<file path="src/rtl/display_timing_gen.sv">
// Raster timing generator: signed pixel/line counters with registered sync,
// data-enable and line/frame strobes aligned to the coordinate outputs.
module display_timing_gen #(
  parameter int H_ACTIVE = 640,
  parameter int H_FP     = 16,
  parameter int H_SYNC   = 96,
  parameter int H_BP     = 48,
  parameter int V_ACTIVE = 480,
  parameter int V_FP     = 10,
  parameter int V_SYNC   = 2,
  parameter int V_BP     = 33,
  parameter bit HS_POL   = 1'b0,
  parameter bit VS_POL   = 1'b0
) (
  input  logic               CLK,
  input  logic               RST_N,
  input  logic               i_ce,
  output logic signed [15:0] o_x,
  output logic signed [15:0] o_y,
  output logic               o_hs,
  output logic               o_vs,
  output logic               o_de,
  output logic               o_line,
  output logic               o_frame,
  output logic [11:0]        H_RES,
  output logic [11:0]        V_RES
);

  if (H_ACTIVE < 1 || H_FP < 1 || H_SYNC < 1 || H_BP < 1 ||
      V_ACTIVE < 1 || V_FP < 1 || V_SYNC < 1 || V_BP < 1 ||
      H_ACTIVE > 4095 || V_ACTIVE > 4095) begin : g_param_check
    $error("display_timing_gen: timing parameter out of range");
  end

  localparam int H_STA_I = -(H_FP + H_SYNC + H_BP);
  localparam int V_STA_I = -(V_FP + V_SYNC + V_BP);

  localparam logic signed [15:0] H_STA  = 16'(H_STA_I);
  localparam logic signed [15:0] V_STA  = 16'(V_STA_I);
  localparam logic signed [15:0] H_END  = 16'(H_ACTIVE - 1);
  localparam logic signed [15:0] V_END  = 16'(V_ACTIVE - 1);
  localparam logic signed [15:0] HS_BEG = 16'(H_STA_I + H_FP);
  localparam logic signed [15:0] HS_FIN = 16'(H_STA_I + H_FP + H_SYNC - 1);
  localparam logic signed [15:0] VS_BEG = 16'(V_STA_I + V_FP);
  localparam logic signed [15:0] VS_FIN = 16'(V_STA_I + V_FP + V_SYNC - 1);

  logic signed [15:0] x_q, x_d, y_q, y_d;
  logic run_q, run_d;
  logic hs_q, hs_d, vs_q, vs_d, de_q, de_d, line_q, line_d, frame_q, frame_d;

  always_comb begin
    x_d     = x_q;
    y_d     = y_q;
    run_d   = run_q;
    hs_d    = hs_q;
    vs_d    = vs_q;
    de_d    = de_q;
    line_d  = line_q;
    frame_d = frame_q;
    if (i_ce) begin
      // First enabled edge after reset only primes the strobes at (H_STA,V_STA).
      run_d = 1'b1;
      if (run_q) begin
        if (x_q == H_END) begin
          x_d = H_STA;
          y_d = (y_q == V_END) ? V_STA : y_q + 16'sd1;
        end else begin
          x_d = x_q + 16'sd1;
        end
      end
      hs_d    = (x_d >= HS_BEG && x_d <= HS_FIN) ? HS_POL : !HS_POL;
      vs_d    = (y_d >= VS_BEG && y_d <= VS_FIN) ? VS_POL : !VS_POL;
      de_d    = !x_d[15] && !y_d[15];
      line_d  = (x_d == H_STA);
      frame_d = (x_d == H_STA) && (y_d == V_STA);
    end
  end

  always_ff @(posedge CLK) begin
    if (!RST_N) begin
      x_q     <= H_STA;
      y_q     <= V_STA;
      run_q   <= 1'b0;
      hs_q    <= !HS_POL;
      vs_q    <= !VS_POL;
      de_q    <= 1'b0;
      line_q  <= 1'b0;
      frame_q <= 1'b0;
    end else begin
      x_q     <= x_d;
      y_q     <= y_d;
      run_q   <= run_d;
      hs_q    <= hs_d;
      vs_q    <= vs_d;
      de_q    <= de_d;
      line_q  <= line_d;
      frame_q <= frame_d;
    end
  end

  assign o_x     = x_q;
  assign o_y     = y_q;
  assign o_hs    = hs_q;
  assign o_vs    = vs_q;
  assign o_de    = de_q;
  assign o_line  = line_q;
  assign o_frame = frame_q;
  assign H_RES   = 12'(H_ACTIVE);
  assign V_RES   = 12'(V_ACTIVE);

endmodule

</file>
<file path="config.mk">
export PLATFORM = sky130hd
export DESIGN_NAME = display_timing_gen
export DESIGN_NICKNAME = d
export VERILOG_FILES = /design/src/rtl/display_timing_gen.sv
export SDC_FILE = /design/constraint.sdc
export NUM_CORES = 1
export LEC_CHECK = 0
export CAP_MARGIN = 20
export CORE_AREA = 2 2 88 90
export CTS_BUF_LIST = sky130_fd_sc_hd__clkbuf_4
export DETAILED_ROUTE_END_ITERATION = 10
export DIE_AREA = 0 0 90 92
export DONT_BUFFER_PORTS = 1
export SLEW_MARGIN = 40
export SYNTH_ARGS = -nofsm -noshare
export SYNTH_HDL_FRONTEND = slang
export SYNTH_SLANG_ARGS = --single-unit
</file>
<file path="constraint.sdc">
create_clock -name CLK -period 3.75 [get_ports CLK]
set_input_delay 1.125 -clock CLK [delete_from_list [all_inputs] [get_ports CLK]]
set_output_delay 1.125 -clock CLK [all_outputs]
set_load 0.03 [all_outputs]
</file>
==> results.md, run 1 <==
* Status: finished, final reports clean
* Mux share of post-synthesis cell area at 1.39%
* Power per cell area at 248 nW/um^2
* Worst min-delay path startpoint: o_line$_SDFFE_PN0P_
* Cts bufs inserted at 5
* Worst Tran Pin Value at 641 ps
* Worst setup EP type: register
* Filler cells at 805
* Row count at 32
* Drt pass-1 iters at 5
* Detailed Place HPWL at 5480 microns
* Clock Root Buffer: clkbuf_4
* Final setup TNS at 0 ps
* Final min period at 3240 ps
* Initial DRC Count at 170
* P&R area growth vs syn at 0.0434%
* Netlist cell types at 63
* Post-route cell area at 2880 sq um
* Post-CTS setup repair buffer count at 0
* Placed cell count at 479
* Initial antenna violation count at 0
* Antenna cells at 0
* First-pass GRT wire length at 12,900 microns
* Clk sinks at 38
* Tot Pwr at 0.714 mW
* CP Class: register to register
* Startpoint types: register
* NumNets Final at 389
* Vias/cell at 5.69
* Final hold vios at 0
* CTS Hold Buffers Added at 0
* Post-synth EDFFs at 0
* DRC at 0
* Initial Util at 38.6%
* Post-synthesis xor/xnor area fraction at 4.26%
* Largest fanout on the critical path at 9
* Hold_ws at 638 ps
* Tcrit/Tclk final at 86.5%
* Cell Area, Synth at 2880 sq um
* Core area at 7450 sq um
* Post-cts resize count at 0
* Sequential area share after synthesis at 26.4%
* Setup Skew at 14.9 ps
* Synth Area in Compound Gates at 18.9%
* Pre-CTS WS at 550 ps
* Worst skew pair latency at 370 ps
* FMAX at 0.308 GHz
* Peak VDD IR at 0.115 mV
* LEAKAGE at 1.14 nW
* CTS clk-pin slew, worst paths at 130 ps
* Pin count of the biggest net entering global routing at 40
* Vias in the first global route at 2,440
* Depth of the CTS H-tree at 2
* Adder-cell share of the synthesized area at 0.870%
* Dpl cell area at 2830 sq um
* Class of the worst hold path: register to register
* CTS tree: built
* Rel. slew slack at 57.2%
* Die extent in x at 90 microns
* Flop2flop setup slack at 510 ps
* R2R Path End: o_vs$_SDFFE_PN1P_
* Via count at 2,769
* RR Startpoint: o_x[1]$_SDFFE_PN0P_
* PortBufs at 0
* Hold EP: o_line$_SDFFE_PN0P_
* Synth Register Bits at 38
* Grt total ovfl at 0
* Post-Route WL at 7810 microns
* Layout cells sized above 1 at 8.83%
* Avg Cell Area, Syn at 7.27 sq um
* Synthesized instance count at 396
* Largest family of logic cells by synthesized area: simple AND/OR/NAND/NOR gates
* Ys async rst share at 0%
* Die Height at 92 microns
* RSZ-0062 raised after global routing: no
* Final Worst Setup Slack at 507 ps
* Routed Antenna Nets at 0
* Post-Synth Simple-Gate Area at 34.7%
* Synth Flop Type: dfxtp_1
* Reg2reg path depth at 8
* Routability cong. at 0.960
* Final core utilization at 38.7%
* Max-slew violation count at 0
* Worst Path Arrival at 3510 ps
* # setup viols final at 0
* IO Pins at 64
* Synth warn at 0
* Crit path required time at 4010 ps
* DIE AREA at 8280 sq um
* Max Cap Viol at 0
* Total track usage at 19.0%
* Hold path cells at 2
* Avg WL per Cell at 16.0 microns
* CTS Buffer Depth at 2
* Final Non-Filler Cells at 487
-- cell usage in the layout (no fill, tap or decap), types with 11 or more instances in the layout --
cell type,instances
nand2_1,59
dfxtp_1,38
nor2_1,28
o21ai_0,26
conb_1,24
nand3_1,23
a21oi_1,23
nor3_1,17
nand4_1,15
buf_4,11
-- how the worst max path moves through the flow --
stage	slack, ps	from	end	cells after the start
4_1_cts	530	o_x[1]$_SDFFE_PN0P_	o_vs$_SDFFE_PN1P_	8
2_1_floorplan	830	o_x[0]$_SDFFE_PN0P_	o_vs$_SDFFE_PN1P_	10
6_report	510	o_x[1]$_SDFFE_PN0P_	o_vs$_SDFFE_PN1P_	8
5_1_grt	270	o_x[1]$_SDFFE_PN0P_	o_vs$_SDFFE_PN1P_	8
3_5_place_dp	550	o_x[1]$_SDFFE_PN0P_	o_vs$_SDFFE_PN1P_	8
3_3_place_gp	650	o_x[1]$_SDFFE_PN0P_	o_vs$_SDFFE_PN1P_	8
-- cells by family (layout without fill, tap and decap cells) --
| kind of cell | after synthesis | count (layout) |
|---|---|---|
| flip-flops | 38 | 38 |
| XOR/XNOR | 14 | 14 |
| buffers and inverters | 61 | 28 |
| multiplexers | 4 | 4 |
| AO/OA/AOI/OAI | 86 | 86 |
| other | 2 | 24 |
| AND/OR/NAND/NOR | 189 | 189 |
| adder cells (fa/ha/maj) | 2 | 2 |
-- state kept, by name, summed over array words and instances (netlist names) --
register and count:
o_line 1, run_q 1, o_frame 1, o_hs 1
o_vs 1, o_de 1, o_x 16, o_y 16
-- power by group --
group	total, mW	internal [mW]	switching [mW]
Combinational	0.0656	0.0139	0.0517
Clock	0.225	0.0778	0.147
Sequential	0.423	0.409	0.0142
Total	0.714	0.500	0.213
-- cells in the mapped netlist, drive strengths merged, types with 2 or more instances --
| library cell | n | area share (%) |
|---|---|---|
| or4 | 3 | 1.0 |
| nand2 | 60 | 7.9 |
| and2 | 9 | 2.0 |
| a21boi | 4 | 1.0 |
| or3 | 3 | 0.65 |
| dfxtp | 38 | 26 |
| o32a | 2 | 0.70 |
| o41ai | 2 | 0.87 |
| o211ai | 2 | 0.52 |
| ha | 2 | 0.87 |
| xor2 | 5 | 1.5 |
| nor2 | 29 | 4.0 |
| mux2i | 4 | 1.4 |
| inv | 9 | 1.2 |
| xnor2 | 9 | 2.7 |
| nor2b | 2 | 0.43 |
| a211oi | 3 | 0.96 |
| nor4 | 9 | 2.7 |
| and4 | 3 | 0.96 |
| nand3 | 23 | 4.0 |
| nand4 | 17 | 4.1 |
| nand3b | 2 | 0.52 |
| clkbuf | 15 | 2.7 |
| o21ai | 29 | 5.2 |
| a21oi | 23 | 4.0 |
| buf | 36 | 9.0 |
| o31ai | 3 | 0.78 |
| nor3b | 2 | 0.52 |
| o31a | 2 | 0.65 |
| nor3 | 18 | 3.3 |
| o22ai | 6 | 1.3 |
| a2111oi | 2 | 0.61 |
| o21a | 2 | 0.52 |
| conb | 2 | 0.26 |
| and3 | 6 | 1.3 |
-- area by class of cell --
cell class / instances / area (sq um) / share of cell area, %
well taps: 102 / 128 / 4.43
clock inverters: 2 / 8.76 / 0.304
multi-input cells: 319 / 1820 / 63.2
repair buffers: 11 / 82.6 / 2.87
flip-flops and latches: 38 / 761 / 26.4
clock buffers: 6 / 45.0 / 1.56
inverters: 9 / 33.8 / 1.17
-- worst max-delay path, cell delays in order, from the launching register on --
cell	delay (ps)
dfxtp_1	650
ha_1	400
and3_1	300
nand2_1	260
or4_1	630
mux2i_1	150
nor3_1	200
nand4_1	170
o32a_1	380
-- metal layers --
| metal | track usage (%) | part of all wire, % | vias up |
|---|---|---|---|
| li1 | - | - | 1343 |
| met1 | 25.5 | 43 | 1307 |
| met2 | 30.6 | 48 | 110 |
| met3 | 4.44 | 7.8 | 9 |
| met4 | 5.51 | 1.0 | 0 |
| met5 | 0 | 0 | - |
Power figures use the tool's default switching activity.
==> inputs of run 2 (changes only) <==
Settings changed: SKIP_LAST_GASP from default to 1.
==> results of run 2 <==
The final DEF is identical to that of run 1; final timing and power are the same.
==> inputs of run 3 (changes only) <==
Settings changed: PLACE_DENSITY_LB_ADDON from default to 0.2, RECOVER_POWER from default to 50.
==> results.md, run 3 (same netlist as run 1, synthesis figures left out) <==
* Die extent in x at 90 microns (unchanged)
* Routed Antenna Nets at 0 (unchanged)
* Pint at 0.628 mW (+26%)
* # setup viols final at 0 (unchanged)
* Comb power frac at 7.7% (-1.5 points)
* Switching share of power at 25.6% (-4.3 points)
* Initial DRC Count at 190 (+12%)
* Worst setup EP type: register
* Filler cells at 802 (-0.37%)
* Drt pass-1 iters at 4 (-1)
* Depth of the CTS H-tree at 2 (unchanged)
* DIE AREA at 8280 sq um (unchanged)
* Die Height at 92 microns (unchanged)
* Post-CTS setup repair buffer count at 0 (unchanged)
* Grt total ovfl at 0 (unchanged)
* FMAX at 0.308 GHz (-0.26%)
* Post-Route WL at 7910 microns (+1.3%)
* Tot Pwr at 0.844 mW (+18%)
* Initial Util at 38.6% (unchanged)
* NumNets Final at 390 (+0.26%)
* Worst skew pair latency at 360 ps (about the same)
* Net Switching at 0.216 mW (+1.2%)
* Row count at 32 (unchanged)
* Rel. slew slack at 48.9% (-8.3 points)
* Vias in the first global route at 2,608 (+6.9%)
* Peak VDD IR at 0.129 mV (+12%)
* CTS tree: built
* CTS Hold Buffers Added at 0 (unchanged)
* Pre-CTS WS at 548 ps (-2.56 ps)
* Class of the worst hold path: register to register
* IO Pins at 64 (unchanged)
* Final hold vios at 0 (unchanged)
* Final core utilization at 39.0% (+0.39 points)
* CP Class: register to register
* Setup Skew at 13.9 ps (-0.996 ps)
* Initial antenna violation count at 0 (unchanged)
* Antenna cells at 0 (unchanged)
* Clk pwr share at 42.2% (+11 points)
* Core area at 7450 sq um (unchanged)
* Via count at 2,796 (+0.98%)
* Avg WL per Cell at 16.2 microns (+1.0%)
* Clk sinks at 38 (unchanged)
* Vias/cell at 5.73 (+0.77%)
* Crit path required time at 4000 ps (about the same)
* Largest fanout on the critical path at 9 (unchanged)
* CTS clk-pin slew, worst paths at 120 ps (about the same)
* Commonest non-fill, non-tap cells in the layout: nand2_1 (59), dfxtp_1 (38), nor2_1 (28), o21ai_0 (26), conb_1 (24)
* Tcrit/Tclk final at 86.7% (+0.23 points)
* Register share of total power at 50.1% (-9.1 points)
* LEAKAGE at 1.14 nW (-0.25%)
* Final setup TNS at 0 ps (unchanged)
* Cts bufs inserted at 5 (unchanged)
* PortBufs at 0 (unchanged)
* P&R area growth vs syn at 1.04%
* Routability cong. at 0.955 (-0.58%)
* Pin count of the biggest net entering global routing at 40 (unchanged)
* Max-slew violation count at 0 (unchanged)
* DRC at 0 (unchanged)
* Layout cells sized above 1 at 7.25% (-1.6 points)
* First-pass GRT wire length at 13,100 microns (+1.3%)
* Max Cap Viol at 0 (unchanged)
* Worst Path Arrival at 3500 ps (about the same)
* Final min period at 3250 ps (+8.53 ps)
* Final Worst Setup Slack at 498 ps (-8.53 ps)
* Post-cts resize count at 0 (unchanged)
* Most common cell after layout, fill and taps aside: nand2_1
* Clock Root Buffer: clkbuf_4
* Worst Tran Pin Value at 767 ps (+126 ps)
* RSZ-0062 raised after global routing: no
* Status: finished, final reports clean
* Power per cell area at 290 nW/um^2 (+17%)
* Startpoint types: register
* Detailed Place HPWL at 5500 microns (+0.28%)
* Total track usage at 19.2% (+0.17 points)
* CTS Buffer Depth at 2 (unchanged)
==> run 3: cell types whose count changed in the layout (fill, tap and decap cells not counted), sizes merged <==
cell,change
clkbuf,+6
buf,-6
clkinv,-1
bufinv,+2
==> run 3: critical path, cell delays in order, from the launching register on <==
cell	delay [ps]
dfxtp_1	650
ha_1	400
and3_1	290
nand2_1	260
or4_1	620
mux2i_1	150
nor3_1	230
nand4_1	170
o32a_1	370
==> run 3: area by class of cell <==
class                   count  area (sq um)  share of cell area, %
clock inverters             3          63.8                   2.19
inverters                   9          33.8                   1.16
clock buffers               5          37.5                   1.29
flip-flops and latches     38           761                   26.2
multi-input cells         319          1820                   62.6
well taps                 102           128                   4.39
repair buffers             12          63.8                   2.19
==> run 3: stage by stage <==
stage | instance area (sq um) | hold slack (ps) | std cells
3_3_place_gp | 2830 | 624 | 480
6_report | 2910 | 634 | 488
2_1_floorplan | 2960 | 593 | 418
5_1_grt | 2910 | 686 | 488
3_5_place_dp | 2830 | 624 | 480
4_1_cts | 2930 | 642 | 488
==> run 3: layer usage <==
layer  share of wire, %  wire length, microns  GRT usage (%)
met3                8.2                   645           5.18
met1                 42                  3340           23.8
met2                 48                  3830           33.0
met5                  0                     0              0
met4                1.3                    99           5.13
==> run 3: worst paths after layout <==
kind	startpoint	to	slack [ps]	cells after the start
min	o_line$_SDFFE_PN0P_	o_line$_SDFFE_PN0P_	630	2
max	o_x[1]$_SDFFE_PN0P_	o_vs$_SDFFE_PN1P_	500	8
min reg2reg	o_line$_SDFFE_PN0P_	o_line$_SDFFE_PN0P_	630	2
max reg2reg	o_x[1]$_SDFFE_PN0P_	o_vs$_SDFFE_PN1P_	500	8
==> run 3: power by group through the flow <==
| stage | Sequential [mW] | Combinational [mW] | Clock (mW) |
|---|---|---|---|
| 2_1_floorplan | 0.431 | 0.0858 | 0 |
| 3_3_place_gp | 0.432 | 0.0652 | 0 |
| 3_5_place_dp | 0.432 | 0.0649 | 0 |
| 4_1_cts | 0.423 | 0.0650 | 0.366 |
| 5_1_grt | 0.424 | 0.0715 | 0.383 |
| 6_report | 0.423 | 0.0652 | 0.356 |
